**src/rtl/uc_pkg.sv**
```systemverilog
// Shared definitions for the microcode sequencer: state encoding, register
// indices, ALU op codes and the instruction-field constants it decodes.
package uc_pkg;

  typedef enum logic [4:0] {
    S_FETCH,
    S_DECODE,
    S_EXE_R,
    S_IMM,
    S_EXE_I,
    S_SETHI,
    S_BRANCH,
    S_B1,
    S_B2,
    S_C1,
    S_C2,
    S_C3,
    S_J1,
    S_J2,
    S_J3,
    S_J4,
    S_INCPC,
    S_ILLEGAL
  } ucState_t;

  localparam logic [5:0] REG_LINK = 6'd15;
  localparam logic [5:0] REG_PC   = 6'd32;
  localparam logic [5:0] REG_IR   = 6'd33;
  localparam logic [5:0] REG_T0   = 6'd34;
  localparam logic [5:0] REG_T1   = 6'd35;
  localparam logic [5:0] REG_NONE = 6'd63;

  localparam logic [3:0] ALU_ANDCC  = 4'd0;
  localparam logic [3:0] ALU_ORCC   = 4'd1;
  localparam logic [3:0] ALU_ORNCC  = 4'd2;
  localparam logic [3:0] ALU_ADDCC  = 4'd3;
  localparam logic [3:0] ALU_SRL    = 4'd4;
  localparam logic [3:0] ALU_SEXT13 = 4'd5;
  localparam logic [3:0] ALU_SETHI  = 4'd6;
  localparam logic [3:0] ALU_DISP22 = 4'd7;
  localparam logic [3:0] ALU_DISP30 = 4'd8;
  localparam logic [3:0] ALU_ADD    = 4'd9;
  localparam logic [3:0] ALU_INC4   = 4'd10;
  localparam logic [3:0] ALU_PASS_A = 4'd11;

  localparam logic [1:0] OP_FMT2  = 2'b00;
  localparam logic [1:0] OP_CALL  = 2'b01;
  localparam logic [1:0] OP_ARITH = 2'b10;

  localparam logic [2:0] OP2_BRANCH = 3'b010;
  localparam logic [2:0] OP2_SETHI  = 3'b100;

  localparam logic [5:0] OP3_ADDCC = 6'b010000;
  localparam logic [5:0] OP3_ANDCC = 6'b010001;
  localparam logic [5:0] OP3_ORCC  = 6'b010010;
  localparam logic [5:0] OP3_ORNCC = 6'b010110;
  localparam logic [5:0] OP3_SRL   = 6'b100110;
  localparam logic [5:0] OP3_JMPL  = 6'b111000;

  localparam logic [3:0] COND_BE   = 4'b0001;
  localparam logic [3:0] COND_BCS  = 4'b0101;
  localparam logic [3:0] COND_BNEG = 4'b0110;
  localparam logic [3:0] COND_BVS  = 4'b0111;
  localparam logic [3:0] COND_BA   = 4'b1000;

  // r0 is hard-wired zero, so writes to it are dropped rather than issued.
  function automatic logic [5:0] destReg(input logic [4:0] rd);
    return (rd == 5'd0) ? REG_NONE : {1'b0, rd};
  endfunction

  function automatic logic isAluOp3(input logic [5:0] op3);
    return (op3 == OP3_ADDCC) || (op3 == OP3_ANDCC) || (op3 == OP3_ORCC) ||
           (op3 == OP3_ORNCC) || (op3 == OP3_SRL);
  endfunction

  function automatic logic [3:0] aluForOp3(input logic [5:0] op3);
    case (op3)
      OP3_ADDCC: return ALU_ADDCC;
      OP3_ANDCC: return ALU_ANDCC;
      OP3_ORCC:  return ALU_ORCC;
      OP3_ORNCC: return ALU_ORNCC;
      OP3_SRL:   return ALU_SRL;
      default:   return ALU_PASS_A;
    endcase
  endfunction

endpackage

```
**src/rtl/uc_branch_cond.sv**
```systemverilog
// Evaluates a branch condition code against the saved PSR {N,Z,V,C};
// unsupported codes are flagged so the sequencer can trap them.
module uc_branch_cond
  import uc_pkg::*;
(
  input  logic [3:0] psr,
  input  logic [3:0] cond,
  output logic       taken,
  output logic       condIllegal
);

  always_comb begin
    taken       = 1'b0;
    condIllegal = 1'b0;
    case (cond)
      COND_BE:   taken = psr[2];
      COND_BCS:  taken = psr[0];
      COND_BNEG: taken = psr[3];
      COND_BVS:  taken = psr[1];
      COND_BA:   taken = 1'b1;
      default:   condIllegal = 1'b1;
    endcase
  end

endmodule

```
**src/rtl/uc_sequencer.sv**
```systemverilog
// Microcode control unit for the uDataPath: runs the fetch/decode/execute
// loop and drives register-write, bus-mux and ALU selections every cycle.
module uc_sequencer
  import uc_pkg::*;
#(
  parameter int DATAWIDTH_DECODER_SELECTION = 6,
  parameter int DATAWIDTH_MUX_SELECTION     = 6,
  parameter int DATAWIDTH_ALU_SELECTION     = 4
)
(
  input  logic                                   UC_SEQUENCER_CLOCK_50,
  input  logic                                   UC_SEQUENCER_Reset_InLow,
  input  logic [1:0]                             UC_SEQUENCER_RegIR_OP,
  input  logic [4:0]                             UC_SEQUENCER_RegIR_RD,
  input  logic [2:0]                             UC_SEQUENCER_RegIR_OP2,
  input  logic [5:0]                             UC_SEQUENCER_RegIR_OP3,
  input  logic [4:0]                             UC_SEQUENCER_RegIR_RS1,
  input  logic                                   UC_SEQUENCER_RegIR_BIT13,
  input  logic [4:0]                             UC_SEQUENCER_RegIR_RS2,
  input  logic                                   UC_SEQUENCER_Negative_InHigh,
  input  logic                                   UC_SEQUENCER_Zero_InHigh,
  input  logic                                   UC_SEQUENCER_Overflow_InHigh,
  input  logic                                   UC_SEQUENCER_Carry_InHigh,
  input  logic                                   UC_SEQUENCER_MemAck_InHigh,
  output logic [DATAWIDTH_DECODER_SELECTION-1:0] UC_SEQUENCER_DecoderSelectionWrite_Out,
  output logic [DATAWIDTH_MUX_SELECTION-1:0]     UC_SEQUENCER_MUXSelectionBUSA_Out,
  output logic [DATAWIDTH_MUX_SELECTION-1:0]     UC_SEQUENCER_MUXSelectionBUSB_Out,
  output logic [DATAWIDTH_ALU_SELECTION-1:0]     UC_SEQUENCER_ALUSelection_Out,
  output logic                                   UC_SEQUENCER_MemRead_OutHigh,
  output logic                                   UC_SEQUENCER_Illegal_OutHigh
);

  ucState_t   state;
  ucState_t   nextState;
  logic [3:0] psr;
  logic [3:0] flagsNow;
  logic       branchTaken;
  logic       branchIllegal;
  logic [5:0] decSel;
  logic [5:0] muxASel;
  logic [5:0] muxBSel;
  logic [3:0] aluSel;
  logic       memRead;
  logic [5:0] rs1Sel;
  logic [5:0] rs2Sel;

  assign flagsNow = {UC_SEQUENCER_Negative_InHigh, UC_SEQUENCER_Zero_InHigh,
                     UC_SEQUENCER_Overflow_InHigh, UC_SEQUENCER_Carry_InHigh};
  assign rs1Sel   = {1'b0, UC_SEQUENCER_RegIR_RS1};
  assign rs2Sel   = {1'b0, UC_SEQUENCER_RegIR_RS2};

  uc_branch_cond branchCond (
    .psr         (psr),
    .cond        (UC_SEQUENCER_RegIR_RD[3:0]),
    .taken       (branchTaken),
    .condIllegal (branchIllegal)
  );

  // PSR captures the ALU flags only on cycles that issue a condition-code op.
  always_ff @(posedge UC_SEQUENCER_CLOCK_50 or negedge UC_SEQUENCER_Reset_InLow) begin
    if (!UC_SEQUENCER_Reset_InLow) begin
      state <= S_FETCH;
      psr   <= 4'd0;
    end else begin
      state <= nextState;
      if (aluSel <= ALU_ADDCC) begin
        psr <= flagsNow;
      end
    end
  end

  always_comb begin
    nextState = state;
    case (state)
      S_FETCH: begin
        if (UC_SEQUENCER_MemAck_InHigh) begin
          nextState = S_DECODE;
        end
      end
      S_DECODE: begin
        nextState = S_ILLEGAL;
        if (UC_SEQUENCER_RegIR_OP == OP_ARITH) begin
          if (isAluOp3(UC_SEQUENCER_RegIR_OP3)) begin
            nextState = UC_SEQUENCER_RegIR_BIT13 ? S_IMM : S_EXE_R;
          end else if ((UC_SEQUENCER_RegIR_OP3 == OP3_JMPL) && UC_SEQUENCER_RegIR_BIT13) begin
            nextState = S_J1;
          end
        end else if (UC_SEQUENCER_RegIR_OP == OP_FMT2) begin
          if (UC_SEQUENCER_RegIR_OP2 == OP2_SETHI) begin
            nextState = S_SETHI;
          end else if (UC_SEQUENCER_RegIR_OP2 == OP2_BRANCH) begin
            nextState = S_BRANCH;
          end
        end else if (UC_SEQUENCER_RegIR_OP == OP_CALL) begin
          nextState = S_C1;
        end
      end
      S_EXE_R:  nextState = S_INCPC;
      S_IMM:    nextState = S_EXE_I;
      S_EXE_I:  nextState = S_INCPC;
      S_SETHI:  nextState = S_INCPC;
      S_BRANCH: begin
        if (branchIllegal) begin
          nextState = S_ILLEGAL;
        end else if (branchTaken) begin
          nextState = S_B1;
        end else begin
          nextState = S_INCPC;
        end
      end
      S_B1:      nextState = S_B2;
      S_B2:      nextState = S_FETCH;
      S_C1:      nextState = S_C2;
      S_C2:      nextState = S_C3;
      S_C3:      nextState = S_FETCH;
      S_J1:      nextState = S_J2;
      S_J2:      nextState = S_J3;
      S_J3:      nextState = S_J4;
      S_J4:      nextState = S_FETCH;
      S_INCPC:   nextState = S_FETCH;
      S_ILLEGAL: nextState = S_ILLEGAL;
      default:   nextState = S_FETCH;
    endcase
  end

  // JMPL parks rs1+disp in T1 before writing rd, so rd == rs1 stays correct.
  always_comb begin
    decSel  = REG_NONE;
    muxASel = 6'd0;
    muxBSel = 6'd0;
    aluSel  = ALU_PASS_A;
    memRead = 1'b0;
    case (state)
      S_FETCH: begin
        muxASel = REG_PC;
        memRead = 1'b1;
        if (UC_SEQUENCER_MemAck_InHigh) begin
          decSel = REG_IR;
        end
      end
      S_EXE_R: begin
        muxASel = rs1Sel;
        muxBSel = rs2Sel;
        aluSel  = aluForOp3(UC_SEQUENCER_RegIR_OP3);
        decSel  = destReg(UC_SEQUENCER_RegIR_RD);
      end
      S_IMM: begin
        muxASel = REG_IR;
        aluSel  = ALU_SEXT13;
        decSel  = REG_T0;
      end
      S_EXE_I: begin
        muxASel = rs1Sel;
        muxBSel = REG_T0;
        aluSel  = aluForOp3(UC_SEQUENCER_RegIR_OP3);
        decSel  = destReg(UC_SEQUENCER_RegIR_RD);
      end
      S_SETHI: begin
        muxASel = REG_IR;
        aluSel  = ALU_SETHI;
        decSel  = destReg(UC_SEQUENCER_RegIR_RD);
      end
      S_B1: begin
        muxASel = REG_IR;
        aluSel  = ALU_DISP22;
        decSel  = REG_T0;
      end
      S_B2, S_C3: begin
        muxASel = REG_PC;
        muxBSel = REG_T0;
        aluSel  = ALU_ADD;
        decSel  = REG_PC;
      end
      S_C1: begin
        muxASel = REG_PC;
        decSel  = REG_LINK;
      end
      S_C2: begin
        muxASel = REG_IR;
        aluSel  = ALU_DISP30;
        decSel  = REG_T0;
      end
      S_J1: begin
        muxASel = REG_IR;
        aluSel  = ALU_SEXT13;
        decSel  = REG_T0;
      end
      S_J2: begin
        muxASel = rs1Sel;
        muxBSel = REG_T0;
        aluSel  = ALU_ADD;
        decSel  = REG_T1;
      end
      S_J3: begin
        muxASel = REG_PC;
        decSel  = destReg(UC_SEQUENCER_RegIR_RD);
      end
      S_J4: begin
        muxASel = REG_T1;
        decSel  = REG_PC;
      end
      S_INCPC: begin
        muxASel = REG_PC;
        aluSel  = ALU_INC4;
        decSel  = REG_PC;
      end
      default: begin
      end
    endcase
  end

  // While reset is held every control output sits at its idle value.
  assign UC_SEQUENCER_DecoderSelectionWrite_Out = UC_SEQUENCER_Reset_InLow ? decSel  : REG_NONE;
  assign UC_SEQUENCER_MUXSelectionBUSA_Out      = UC_SEQUENCER_Reset_InLow ? muxASel : 6'd0;
  assign UC_SEQUENCER_MUXSelectionBUSB_Out      = UC_SEQUENCER_Reset_InLow ? muxBSel : 6'd0;
  assign UC_SEQUENCER_ALUSelection_Out          = UC_SEQUENCER_Reset_InLow ? aluSel  : ALU_PASS_A;
  assign UC_SEQUENCER_MemRead_OutHigh           = UC_SEQUENCER_Reset_InLow & memRead;
  assign UC_SEQUENCER_Illegal_OutHigh           = (state == S_ILLEGAL);

endmodule

```
**config.mk**
```make
export PLATFORM = sky130hd
export DESIGN_NAME = uc_sequencer
export DESIGN_NICKNAME = d
export VERILOG_FILES = /design/src/rtl/uc_pkg.sv /design/src/rtl/uc_branch_cond.sv /design/src/rtl/uc_sequencer.sv
export SDC_FILE = /design/constraint.sdc
export NUM_CORES = 1
export LEC_CHECK = 0
export ABC_AREA = 1
export BUFFER_PORTS_ARGS = -buffer_cell sky130_fd_sc_hd__buf_2
export CAP_MARGIN = 20
export CORE_MARGIN = 2
export CORE_UTILIZATION = 52
export CTS_CLUSTER_SIZE = 16
export DETAILED_ROUTE_END_ITERATION = 8
export PLACE_DENSITY_LB_ADDON = 0.05
export SLEW_MARGIN = 20
export SYNTH_ARGS = -nofsm -noshare
export SYNTH_HDL_FRONTEND = slang
export SYNTH_HIERARCHICAL = 1
export SYNTH_SLANG_ARGS = --single-unit
```
**constraint.sdc**
```tcl
create_clock -name UC_SEQUENCER_CLOCK_50 -period 3.2 [get_ports UC_SEQUENCER_CLOCK_50]
set_input_delay 0.64 -clock UC_SEQUENCER_CLOCK_50 [delete_from_list [all_inputs] [get_ports UC_SEQUENCER_CLOCK_50]]
set_output_delay 0.64 -clock UC_SEQUENCER_CLOCK_50 [all_outputs]
set_load 0.005 [all_outputs]
```
Word-level counts from Yosys, hierarchy flattened:

Index checks and enable logic that the tools add are counted.
W data, S select, Z words.

* order comparisons: 1
* eq/ne operators: 33
* multiplexer cells: 25
* bitwise operators: 1
* reduce and logical (&&, ||, !) cells: 20

Operators by type and width (count)
* $pmux W5 S12: 1
* $mux W5: 11
* $eq A5 B4 Y1 const B: 8
* $pmux W6 S6: 1
* $pmux W4 S7: 1
* $eq A6 B5 Y1 const B: 4
* $mux W6: 4
* $pmux W6 S4: 1
* $eq A5 B3 Y1 const B: 4
* $pmux W4 S5: 1
* $reduce_or A4 Y1: 4
* $eq A4 B3 Y1 const B: 3
* $eq A6 B6 Y1 const B: 2
* $pmux W6 S2: 1
* $eq A5 B2 Y1 const B: 2
* $eq A5 B5 Y1 const B: 2
* $logic_not A5 Y1: 2
* $reduce_or A5 Y1: 2
* $reduce_or A3 Y1: 3
* $reduce_or A6 Y1: 1
* $eq A5 B1 Y1 const B: 1
* $pmux W1 S5: 1
* $eq A4 B1 Y1 const B: 1
* $eq A4 B4 Y1 const B: 1
* 13 further kinds: 18

* register bits: 9
* bits of input ports: 34
* output and inout bits: 24
* logic and storage cells: 82

Logic depth before layout (Yosys ltp):

Gate-level depths: netlist of the first run.

* word-level depth: 8
* depth in mapped cells: 10
* depth with buffers taken out: 10

Cells and area by module:

Netlist of the first run, hierarchy kept.

Modules (own cells, without submodules)
* uc_sequencer: times used 1, cells an instance 217, area an instance 1236.2 µm², seq. area each 225.2 µm²
* uc_branch_cond: times used 1, cells an instance 23, area an instance 98.8 µm², seq. area each 0.0 µm²

Worst setup path after synthesis of the first run:

Ideal clock, no wire load.

* path type: input -> output
* start: input port UC_SEQUENCER_RegIR_OP3[2]
* end: output port UC_SEQUENCER_ALUSelection_Out[0]
* arrival time: 1303 ps
* data required time: 2560 ps
* path slack: 1257 ps
* stages: 7
* path buffers: 0
* cell sequence: inv_1 -> nor2_1 -> nand3_1 -> nand3_1 -> o21ai_0 -> nand2_1 -> nand3_1

* longest elaborated chain between the ends: 4
* elaborated cells between the ends (all ways): 8
* classes of those cells: eq/ne: 5; mux: 3

RTL lines
* start: declaration: line uc_sequencer.sv:16 `input logic [5:0] UC_SEQUENCER_RegIR_OP3,`
* $eq A6 B6 Y1 or $eq A6 B5 Y1 (tied branches): line uc_pkg.sv:77 `case (op3)`
* $pmux W4 S5 *: line uc_pkg.sv:77
* $pmux W4 S7 *: line uc_sequencer.sv:133 `case (state)`
* $mux W4 *: line uc_sequencer.sv:216 `assign UC_SEQUENCER_ALUSelection_Out = UC_SEQUENCER_Reset_InLow ? aluSel : ALU_PASS_A;`
* end: declaration: line uc_sequencer.sv:28 `output logic [DATAWIDTH_ALU_SELECTION-1:0] UC_SEQUENCER_ALUSelection_Out,`

Every way passes the cells marked *; elsewhere a longest branch is shown, timed or not.

Worst setup path in the final report of the first run:

* start: register state[0]
* end: output port UC_SEQUENCER_DecoderSelectionWrite_Out[1]

* longest elaborated chain between the ends: 4
* elaborated cells between the ends (all ways): 20
* classes of those cells: eq/ne: 14; mux: 2; reduce/logical: 4

RTL lines
* start: declaration: line uc_sequencer.sv:33 `ucState_t state;`
* start signal: assignment: line uc_sequencer.sv:65 `state <= nextState;`
* $eq A5 B5 Y1 (tied with other cells): line uc_sequencer.sv:133
* $reduce_or A4 Y1 (no line)
* $pmux W6 S6 *: line uc_sequencer.sv:133
* $mux W6 *: line uc_sequencer.sv:213 `assign UC_SEQUENCER_DecoderSelectionWrite_Out = UC_SEQUENCER_Reset_InLow ? decSel : REG_NONE;`
* end: declaration: line uc_sequencer.sv:25 `output logic [DATAWIDTH_DECODER_SELECTION-1:0] UC_SEQUENCER_DecoderSelectionWrite_Out,`

Marks and branches as above.

==> results of run 1 <==
## metrics by stage
step / cells / worst slack [ps] / utilization [%] / cell area (um2) / hold WS [ps]
after floorplan: 240 / 1260 / - / 1340 / 344
after global placement: 328 / 888 / 67.8 / 1670 / 477
after detailed placement: 328 / 886 / 67.8 / 1670 / 486
after CTS: 332 / 732 / 68.9 / 1690 / 339
after global routing: 332 / 541 / 68.9 / 1690 / 340
final: 332 / 715 / 68.9 / 1690 / 342
## Yosys cell counts (2+ instances only)
cell / count
nand3_1: 25
o21ai_1: 7
a31oi_1: 4
nor2_1: 40
nor3_2: 2
a21oi_1: 9
inv_2: 14
nand3b_1: 2
nand2_1: 55
inv_1: 33
o21ai_0: 8
nor2_2: 2
nor2_4: 5
nand4_1: 2
o211ai_1: 2
nand4_4: 2
nor3_1: 7
nand2_2: 5
dfrtp_1: 9
## power by group
group / internal (uW) / leakage, uW / total [uW] / switching, uW
Sequential: 161 / 0.000121 / 227 / 66.4
Combinational: 296 / 0.000860 / 766 / 470
Clock: 47.6 / 0.0000150 / 79.9 / 32.3
## worst reg2reg max path: stages (launching register included)
cell and delay, ps:
dfrtp_1 470, nor2_4 210, inv_2 80, o21ai_4 340, nand4_4 230, nand2_1 120
o21ai_1 60
## area by class of cell
cell class                      instances  area [um2]
Fill cell                             241         763
Clock buffer                            4        26.3
Timing Repair Buffer                   58         293
Tap cell                               30        37.5
Multi-Input combinational cell        183         930
Sequential cell                         9         225
Inverter                               48         180
## worst paths after layout
check	from	end
max	state[0]	UC_SEQUENCER_DecoderSelectionWrite_Out[1]
min	UC_SEQUENCER_Reset_InLow	psr[3]
max reg2reg	state[3]	psr[3]
min reg2reg	psr[0]	psr[0]
max in group asynchronous	UC_SEQUENCER_Reset_InLow	state[3]
min in group UC_SEQUENCER_CLOCK_50	psr[0]	psr[0]
## registers in the layout, summed over array words and instances, names as in the netlist
name,cells
state,5
psr,4
## per-layer routing
layer | wire length, um | GRT usage (%) | part of all wire, % | vias up
met5 | 0 | 0 | 0 | -
met4 | 7 | 5.83 | 0.21 | 0
met3 | 258 | 4.10 | 7.6 | 2
met2 | 1550 | 37.9 | 46 | 67
met1 | 1560 | 34.8 | 46 | 718
li1 | - | - | - | 897
## cells by family after synthesis
family,count (synthesis),synth area share [%]
flip-flops,9,16.9
buffers and inverters,48,13.5
AND/OR/NAND/NOR,151,56.0
AO/OA/AOI/OAI,32,13.7
==> out/metrics.cfg, run 1 <==
[timing]
setup_viol = 0
slew_viol_final = 0
timing.setup.tns_ps = 0
maxSlewHeadroom_pct = 67.9
max_freq_ghz = 0.402
period_minus_slack_ps = 2490
finalCritPeriodShare_pct = 77.7
report.final.hold_viol_count = 0
rsz0062_at_grt = false
fin_skew_ps = 6.51
tightest_slew_ps = 477

[clocking]
cts-root-buf = clkbuf_4
clkLatencyLatePin_ps = 250
cts_tree = yes
postCtsSetupBuffers = 0
clk_pin_slew_ps = 60
cts_hold_buf = 0
clock-sinks = 9
numCtsBuffers = 3
ctsResizeCount = 0
htreeDepth = 1
clockBufferDepth = 2

[place]
hpwl_mm = 2.87
gp_congestion = 0.924
portBuffers = 57

[setup_path]
crit_required_ps = 2560
critical_path.cell_chain = nor2_1, nand2_1, inv_2, nand2_1, nor2_1, nor3_2, nand2_1, nand3b_1, buf_2
arrival_ps = 1850
crit_family = simple AND/OR/NAND/NOR gates
slowest_delay_ps = 440
path_buf_inv = 2
startpoint_type = register
path_class = reg -> out
worstRegToRegCells = 6
reg2reg_slack_ps = 1590
end_kind = output port
cp_common_cell = nand2_1
cp_max_fo = 5
cp.depth = 9
crit_slowest_cell = dfrtp_1

[die]
fp.dieW_um = 54.7
num_io_pins = 58
core_area_um2 = 2450
die-area_um2 = 2990
chipHeight_um = 54.7
start_util_pct = 54.4
num_rows = 18

[routing]
ant_nets = 0
routed_wl_mm = 3.37
post_drt_via_cell_ratio = 5.07
drc_errors = 0
drt_iter0_drc = 52
routedWlPerCell_um = 10.2
vias = 1684
drtPass1Iterations = 4

[finish]
insertedDiodeCount = 0
fin_nets = 337
area_growth_pct = 26.7
layout_commonest_cell = buf_2
final_cell_mix = buf_2, nand2_1, nor2_1, inv_1, nand3_1
layout-drive-gt1-share_pct = 31.5

[synth]
syn_inst = 240
yosys-top-cells-area = dfrtp_1, nand2_1, nor2_1
synth_seq_cells = 9
syn-num-nets = 274
synth_edf_count = 0
synth_top_area_share_pct = 16.9
synth_flop_cell = dfrtp_1
synth-async-reset-ratio_pct = 100
syn_area_um2 = 1340
ys_types = 26
yosysSeqAreaShare_pct = 16.9
syn_area_per_cell_um2 = 5.56
yosysTopAreaCell = dfrtp_1
ys_warn_count = 6

[grt]
overflow = 0
grt_first_pass_wirelength_mm = 5.40
antenna_found_initial = 0
grt_start_max_net_pins = 15
grt_pass1_vias = 1310
grt_use_total_pct = 24.4

[run]
drv_cap = 0

[hold_path]
holdCritPathClass = in -> async

[power]
powerDensity_nw_per_um2 = 635
total_leakage_power_uw = 0.000996
total_power_uw = 1070
ir_drop_v = 0.000593

[status]
status = completed

Note: power is estimated with default switching activity, not from simulation.
==> run 2, diff against run 1 <==
--- a/config.mk
+++ b/config.mk
@@ -5,11 +5,11 @@
 export SDC_FILE = /design/constraint.sdc
 export NUM_CORES = 1
 export LEC_CHECK = 0
-export ABC_AREA = 1
+export ABC_AREA = 0
 export BUFFER_PORTS_ARGS = -buffer_cell sky130_fd_sc_hd__buf_2
 export CAP_MARGIN = 20
 export CORE_MARGIN = 2
-export CORE_UTILIZATION = 52
+export CORE_UTILIZATION = 49
 export CTS_CLUSTER_SIZE = 16
 export DETAILED_ROUTE_END_ITERATION = 8
 export PLACE_DENSITY_LB_ADDON = 0.05
==> constraint.sdc (replaced) <==
create_clock -name UC_SEQUENCER_CLOCK_50 -period 2.55 [get_ports UC_SEQUENCER_CLOCK_50]
set_input_delay 0.51 -clock UC_SEQUENCER_CLOCK_50 [delete_from_list [all_inputs] [get_ports UC_SEQUENCER_CLOCK_50]]
set_output_delay 0.51 -clock UC_SEQUENCER_CLOCK_50 [all_outputs]
set_load 0.005 [all_outputs]
==> run 2 against run 1 <==
  * Die area is 14% higher
  * Flip-flop and latch count is the same
  * Final cell count fell by 14%
  * Largest power group unchanged
  * Count of clock-buffer cells in the layout is the same
==> out/metrics.cfg, run 2 <==
[power]
powerDensity_nw_per_um2 = 711
total_leakage_power_uw = 0.000805
ir_drop_v = 0.000798

[setup_path]
path_class = reg -> out
timing.rr.start = state[1]
slowest_delay_ps = 470
cp_max_fo = 5
worstRegToRegCells = 4
end_kind = output port
crit_slowest_cell = or4_4
arrival_ps = 1980
startpoint_type = register
reg2reg_slack_ps = 520
r2r-end = psr[2]
critical_path.cell_chain = xnor2_2, or4_4, or3_4, o2111ai_2, buf_2
crit_required_ps = 2040

[timing]
slew_viol_final = 0
rsz0062_at_grt = true
maxSlewHeadroom_pct = 67.4
setup_viol = 0
finalCritPeriodShare_pct = 97.8
report.final.hold_viol_count = 0
timing.setup.tns_ps = 0
fin_skew_ps = 7.75
max_freq_ghz = 0.401
tightest_slew_ps = 485
period_minus_slack_ps = 2490

[finish]
largest_reg_flops = 5
layout-drive-gt1-share_pct = 35.3
layout_commonest_cell = buf_2
fin_nets = 290
regMostFlops = state
top_regs = state: 5 flops, psr: 4 flops
fin_area_um2 = 1870
fillers = 255
final_cell_mix = buf_2, o21ai_0, a21oi_1, nand2_1, buf_4
area_growth_pct = 29.2
insertedDiodeCount = 0
final_cells = 286

[synth]
synth_flop_cell = dfrtp_1
synth_top_area_share_pct = 15.6
synth-async-reset-ratio_pct = 100
yosys-top-cells-area = dfrtp_1, a21oi_1, o21ai_0
synth_edf_count = 0
ys_types = 59
yosysTopAreaCell = dfrtp_1
synthTopCellsByCount = clkbuf_1, a21oi_1, o21ai_0, nand2_1, nor2_1
yosys.cell_count.top_type = clkbuf_1
syn_inst = 197
syn-num-nets = 231
synth_seq_cells = 9
syn_area_per_cell_um2 = 7.33
ys_warn_count = 6
yosysSeqAreaShare_pct = 15.6
syn_area_um2 = 1440

[clocking]
htreeDepth = 1
clock-sinks = 9
cts-root-buf = clkbuf_4
numCtsBuffers = 3
clkLatencyLatePin_ps = 270
cts_tree = yes
clockBufferDepth = 2
clk_pin_slew_ps = 60

[routing]
routedWlPerCell_um = 14.8
post_drt_via_cell_ratio = 6.08
routed_wl_mm = 4.22
ant_nets = 0
drt_iter0_drc = 89
vias = 1740
drc_errors = 0
drtPass1Iterations = 4

[die]
core_area_um2 = 2780
die-area_um2 = 3400
num_rows = 19
chipHeight_um = 58.3
num_io_pins = 58
start_util_pct = 51.9
fp.dieW_um = 58.3

[grt]
grt_use_total_pct = 25.5
grt_start_max_net_pins = 23
grt_first_pass_wirelength_mm = 6.89
overflow = 0
antenna_found_initial = 0
grt_pass1_vias = 1563

[run]
drv_cap = 0

[place]
portBuffers = 57
placed_cells = 281
gp_congestion = 0.865
hpwl_mm = 3.36
place_area_um2 = 1790

[status]
status = completed

[hold_path]
holdCritPathClass = in -> async

run 2: worst max-delay path by stage:
stage	startpoint	end	cells after the start
after global placement	UC_SEQUENCER_RegIR_OP3[1]	UC_SEQUENCER_ALUSelection_Out[0]	6
after global routing	state[1]	UC_SEQUENCER_DecoderSelectionWrite_Out[0]	7
after CTS	state[3]	UC_SEQUENCER_ALUSelection_Out[1]	4
after floorplan	state[2]	UC_SEQUENCER_ALUSelection_Out[1]	5
after detailed placement	UC_SEQUENCER_RegIR_OP3[1]	UC_SEQUENCER_ALUSelection_Out[0]	6
final	state[1]	UC_SEQUENCER_ALUSelection_Out[1]	5
run 2: logic make-up (layout without fill, tap and decap cells):
| group | after synthesis | in the layout | synth area share, % |
|---|---|---|---|
| AOI/OAI and AO/OA | 63 | 63 | 29.6 |
| DFF | 9 | 9 | 15.6 |
| muxes | 8 | 8 | 5.98 |
| buffers and inverters | 22 | 80 | 6.33 |
| xor gates and xnor gates | 3 | 3 | 1.82 |
| and+or+nand+nor | 92 | 92 | 40.6 |
run 2: layout make-up:
cell class	count	area (um2)	share of cell area (%)
clock buffer	4	26.3	1.41
timing repair buffer	70	387	20.7
inverter	6	22.5	1.21
sequential	9	228	12.2
multi-input combinational	166	1160	62.4
tap	31	38.8	2.08
run 2: worst max-delay path: cells and delay by family, from the launching register on:
family | cells | cell delay [ps]
AO/OA/AOI/OAI | 1 | 80
buffers and inverters | 1 | 140
flip-flops | 1 | 440
AND/OR/NAND/NOR | 2 | 880
XOR/XNOR | 1 | 180
run 2: metrics by stage:
step	setup WS, ps	hold WS (ps)	power (uW)	util, %
floorplan	498	214	846	-
global placement	298	467	1140	64.3
global route	-13.1	336	1440	67.1
finish	56.6	318	1330	67.1
CTS	5.87	305	1280	65.3
detailed placement	251	482	1170	64.3
run 2: where the power goes:
part	switching, uW	internal [uW]
Combinational	529	433
Sequential	62.5	191
Clock	49.9	60.3
run 2: what timing repair did:
item / in CTS / in global routing
setup endpoints to repair: 0 / 14
hold endpoints to repair: 0 / 0
resized for setup: 0 / 10
buffers inserted: 0 / 1
hold buffers: 0 / 0
run 2: layer usage:
metal	vias to the layer above	GRT usage [%]	share of wire (%)
met3	4	1.34	5.2
met2	67	45.7	50
met5	-	0	0
li1	861	-	-
met1	808	33.1	43
met4	0	6.64	1.4
